$ cat src/rtl/fetch_stage.sv
// Instruction-fetch stage: PC register, bimodal branch predictor (2-bit counters),
// and the registered fetch/decode boundary latch.
module fetch_stage #(
    parameter int          BHT_IDX_BITS = 4,
    parameter logic [31:0] RESET_PC     = 32'h0000_0000,
    parameter logic [1:0]  BHT_INIT     = 2'b01
) (
    input  logic        stg_clk,
    input  logic        reset,
    input  logic        stg_ena,
    input  logic        stg_x,
    input  logic [31:0] redirect_pc,
    output logic [31:0] instr_addr,
    input  logic [31:0] instr_data,
    input  logic        upd_en,
    input  logic [31:0] upd_pc,
    input  logic        upd_taken,
    output logic [31:0] pc_out,
    output logic [31:0] instr_out,
    output logic        valid_out,
    output logic        branch_prediction_out,
    output logic [1:0]  counter_out
);

    localparam int BHT_SIZE = 1 << BHT_IDX_BITS;

    logic [31:0]             pc_r;
    logic [1:0]              bht_r [BHT_SIZE];
    logic [BHT_IDX_BITS-1:0] idx_s;
    logic [BHT_IDX_BITS-1:0] uidx_s;
    logic [1:0]              cnt_s;
    logic                    is_br_s;
    logic                    pred_s;
    logic [31:0]             bimm_s;
    logic [31:0]             pc_nxt_s;
    logic                    unused_s;

    function automatic logic [1:0] sat_next(input logic [1:0] cnt, input logic taken);
        logic [1:0] res;
        if (taken) begin
            if (cnt == 2'b11) res = cnt;
            else              res = cnt + 2'b01;
        end else begin
            if (cnt == 2'b00) res = cnt;
            else              res = cnt - 2'b01;
        end
        return res;
    endfunction

    assign instr_addr = pc_r;
    assign idx_s      = pc_r[BHT_IDX_BITS+1:2];
    assign uidx_s     = upd_pc[BHT_IDX_BITS+1:2];
    // Counter read comes from registered state, so a same-edge update is seen only next cycle.
    assign cnt_s      = bht_r[idx_s];
    assign is_br_s    = (instr_data[6:0] == 7'b1100011);
    assign pred_s     = is_br_s & cnt_s[1];
    assign bimm_s     = {{19{instr_data[31]}}, instr_data[31], instr_data[7],
                         instr_data[30:25], instr_data[11:8], 1'b0};
    assign unused_s   = ^{upd_pc[31:BHT_IDX_BITS+2], upd_pc[1:0], redirect_pc[1:0]};

    // Next-PC selection: redirect beats advance, otherwise hold.
    always_comb begin
        pc_nxt_s = pc_r;
        if (stg_x) begin
            pc_nxt_s = {redirect_pc[31:2], 2'b00};
        end else if (stg_ena) begin
            if (pred_s) pc_nxt_s = pc_r + bimm_s;
            else        pc_nxt_s = pc_r + 32'd4;
        end else begin
            pc_nxt_s = pc_r;
        end
    end

    // PC register.
    always_ff @(posedge stg_clk or negedge reset) begin
        if (!reset) pc_r <= RESET_PC;
        else        pc_r <= pc_nxt_s;
    end

    // Branch history table; updates ignore stall and flush.
    always_ff @(posedge stg_clk or negedge reset) begin
        if (!reset) begin
            for (int i = 0; i < BHT_SIZE; i++) bht_r[i] <= BHT_INIT;
        end else if (upd_en) begin
            bht_r[uidx_s] <= sat_next(bht_r[uidx_s], upd_taken);
        end
    end

    // Fetch/decode boundary latch: flush inserts a bubble, stall holds.
    always_ff @(posedge stg_clk or negedge reset) begin
        if (!reset) begin
            pc_out                <= 32'h0000_0000;
            instr_out             <= 32'h0000_0000;
            valid_out             <= 1'b0;
            branch_prediction_out <= 1'b0;
            counter_out           <= 2'b00;
        end else if (stg_x) begin
            pc_out                <= 32'h0000_0000;
            instr_out             <= 32'h0000_0000;
            valid_out             <= 1'b0;
            branch_prediction_out <= 1'b0;
            counter_out           <= 2'b00;
        end else if (stg_ena) begin
            pc_out                <= pc_r;
            instr_out             <= instr_data;
            valid_out             <= 1'b1;
            branch_prediction_out <= pred_s;
            counter_out           <= cnt_s;
        end
    end

endmodule

$ cat config.mk
export PLATFORM = sky130hd
export DESIGN_NAME = fetch_stage
export DESIGN_NICKNAME = d
export VERILOG_FILES = /design/src/rtl/fetch_stage.sv
export SDC_FILE = /design/constraint.sdc
export NUM_CORES = 1
export LEC_CHECK = 0
export CAP_MARGIN = 0
export CORE_ASPECT_RATIO = 1.75
export CORE_MARGIN = 4
export CORE_UTILIZATION = 46
export CTS_CLUSTER_DIAMETER = 150
export DETAILED_ROUTE_END_ITERATION = 7
export PLACE_DENSITY = 0.78
export SKIP_CTS_REPAIR_TIMING = 1
export SYNTH_ARGS = -nofsm -noshare
export SYNTH_HDL_FRONTEND = slang
export SYNTH_SLANG_ARGS = --single-unit
$ cat constraint.sdc
create_clock -name stg_clk -period 2.8 [get_ports stg_clk]
set_input_delay 0.84 -clock stg_clk [delete_from_list [all_inputs] [get_ports stg_clk]]
set_output_delay 0.84 -clock stg_clk [all_outputs]
set_load 0.05 [all_outputs]
==> impl_metrics.ini <==
[global_route]
grt_max_degree = 56
first_global_vias = 8639
gr-usage-all-layers_pct = 29.6
grt-ovfl-total = 0
grt_pass1_wl_um = 46100
antenna_found_initial = 0

[power_and_ir_drop]
clkPwrFrac_pct = 32.2
p_sw_share_pct = 34.1
power_switching_mw = 2.57
power.leakage_nw = 5.62
combPwrFrac_pct = 34.8
p_int_mw = 4.97
power.density_nw_per_um2 = 606
p_seq_share_pct = 33.0
ir_drop_mv = 0.646

[synth]
yosysTopAreaCellShare_pct = 34.4
synth_cell_types = 62
syn_nets = 1009
yosysMostFrequentCell = dfrtp_1
syn_inst = 875
async_reset_ff_share_pct = 100
yosys-top-cells-area = dfrtp_1, mux2i_1, mux4_2
synth-main-ff-cell = dfrtp_1
synth-seq-area-share_pct = 39.4
syn_area_per_cell_um2 = 9.56
syn_area_um2 = 8370
synth_common_cells = dfrtp_1, nor2_1, nand2_1
synth_edf_count = 0
synth_warnings = 0
ys_ff_latch = 131
synth_largest_area_cell = dfrtp_1

[timing]
setup_viol = 0
clock_skew_ps = 15.2
fin_crit_sh_pct = 99.3
fin_crit_ps = 2780
setup_ws_ps = 20.5
worst_slew_pin_slew_ps = 591
slew_viol_final = 0
slew_headroom_pct = 60.5
fmax_mhz = 360
rsz0062_at_grt = yes
finalHoldViolCount = 0

[die]
dieWidth_um = 110
die_y_um = 186
dieArea_um2 = 20500
num_rows = 65
initial_utilization_pct = 46.5
io_pins = 202
core_area_um2 = 18000

[placed_design]
place_ws_ps = -812
place_congestion = 1.03
placed_cell_area_um2 = 11400
port_buffers = 170
hpwl_um = 22300
place_inst = 1388

[cells_and_area]
fin_cells = 1429
final_util_pct = 69.3
drive_gt1_share_pct = 27.2
final_area_um2 = 12400
antennaDiodeCount = 0
final_net_count = 1316
syn_to_final_growth_pct = 48.8

[routing]
route.detailed.drc = 0
routed_wl_um = 30700
dr.pass1.iters = 5
viasPerCell = 5.89
wire_per_inst_um = 21.5
vias = 8421
ant_nets = 0
drt_iter0_drc = 562

[critical_path]
start_kind = primary input
endpoint_kind = register
crit_required_ps = 3110
cp_max_fo = 9
r2r_cells = 10
crit_type = in -> reg
worst-endpoint-arrival_ps = 3080

[outcome]
status = complete, no violations

[clock_network]
clockBufferDepth = 2
cts_max_level = 4
clk_pin_slew_ps = 60
cts.sinks = 131
clk-insertion-delay-late_ps = 430
cts_tree = yes
cts_buffers = 17
cts_root_buf = clkbuf_16

[min_path]
hold_class = in -> async

[run]
cap_viol_max_count = 0
-- flip-flops by register name, summed over array words and instances (netlist names) --
name and cells:
instr_out 32, counter_out 2, branch_prediction_out 1, pc_out 32, valid_out 1, bht_r 32
instr_addr 31
-- path summary, 6_finish.rpt --
check | to | startpoint | slack (ps)
max | bht_r[15] | upd_pc[3] | 20
min | instr_addr[25] | reset | 360
max reg2reg | instr_addr[7] | instr_addr[2] | 40
min reg2reg | pc_out[0] | pc_out[0] | 490
max in group asynchronous | bht_r[28] | reset | 1710
min in group stg_clk | pc_out[0] | pc_out[0] | 490
-- power by group through the flow --
stage	Sequential, mW	Combinational (mW)	Clock, mW
floorplan	2.78	1.11	0
detailed placement	2.50	2.42	0
global route	2.51	2.78	2.53
finish	2.49	2.62	2.42
CTS	2.48	2.45	2.44
global placement	2.48	2.37	0
-- per-stage QoR --
step | setup TNS [ps] | hold slack [ps] | power (mW)
3_3_place_gp | -32300 | 469 | 4.85
2_1_floorplan | -23.5 | 492 | 3.89
6_report | 0 | 365 | 7.54
4_1_cts | -10020 | 399 | 7.36
3_5_place_dp | -34840 | 472 | 4.92
5_1_grt | -129 | 415 | 7.83
-- layout make-up --
class | count | area [µm²]
repair buffers | 336 | 3080
flip-flops and latches | 131 | 3300
clock buffers | 20 | 447
well taps | 234 | 293
inverters | 16 | 60.1
clock inverters | 12 | 180
multi-input cells | 680 | 5090
fillers | 1369 | 5520
-- layer usage --
layer,vias up,global-route usage [%],share of wire (%)
li1,3832,-,-
met1,4078,29.7,33
met2,383,52.8,54
met3,128,4.98,5.2
met4,0,21.5,8.3
met5,-,0,0
-- cells by family (layout without fill, tap and decap cells) --
logic type | after synthesis | after routing | synth area share [%]
AND/OR/NAND/NOR | 293 | 293 | 16.2
AO/OA/AOI/OAI | 210 | 210 | 16.0
flip-flops | 131 | 131 | 39.4
multiplexers | 120 | 120 | 17.7
buffers and inverters | 66 | 384 | 3.41
adder cells (fa/ha/maj) | 34 | 36 | 5.15
XOR/XNOR | 20 | 20 | 2.09
other | 1 | 1 | 0.0448
-- placed cells by master (no fill, tap or decap), types with 16 or more instances in the layout --
master | Yosys | routed
clkdlybuf4s50_1 | 0 | 150
mux2i_1 | 68 | 65
nand2_1 | 69 | 69
a21o_1 | 16 | 16
o21ai_0 | 41 | 32
mux2_2 | 33 | 33
mux4_2 | 19 | 19
ha_1 | 31 | 21
nand3_1 | 23 | 21
dfrtp_1 | 115 | 113
inv_1 | 16 | 16
dfstp_2 | 16 | 16
a21oi_1 | 68 | 55
nor2_1 | 114 | 114
clkbuf_16 | 0 | 18
dlymetal6s2s_1 | 0 | 16
nor3_1 | 16 | 16
buf_4 | 3 | 160
-- worst max-delay path, cell delays in order --
cell and delay, ps:
clkdlybuf4s50_1 450, buf_4 180, mux4_2 330, mux4_2 560, maj3_4 430, mux2_2 290
Power figures use the tool's default switching activity.
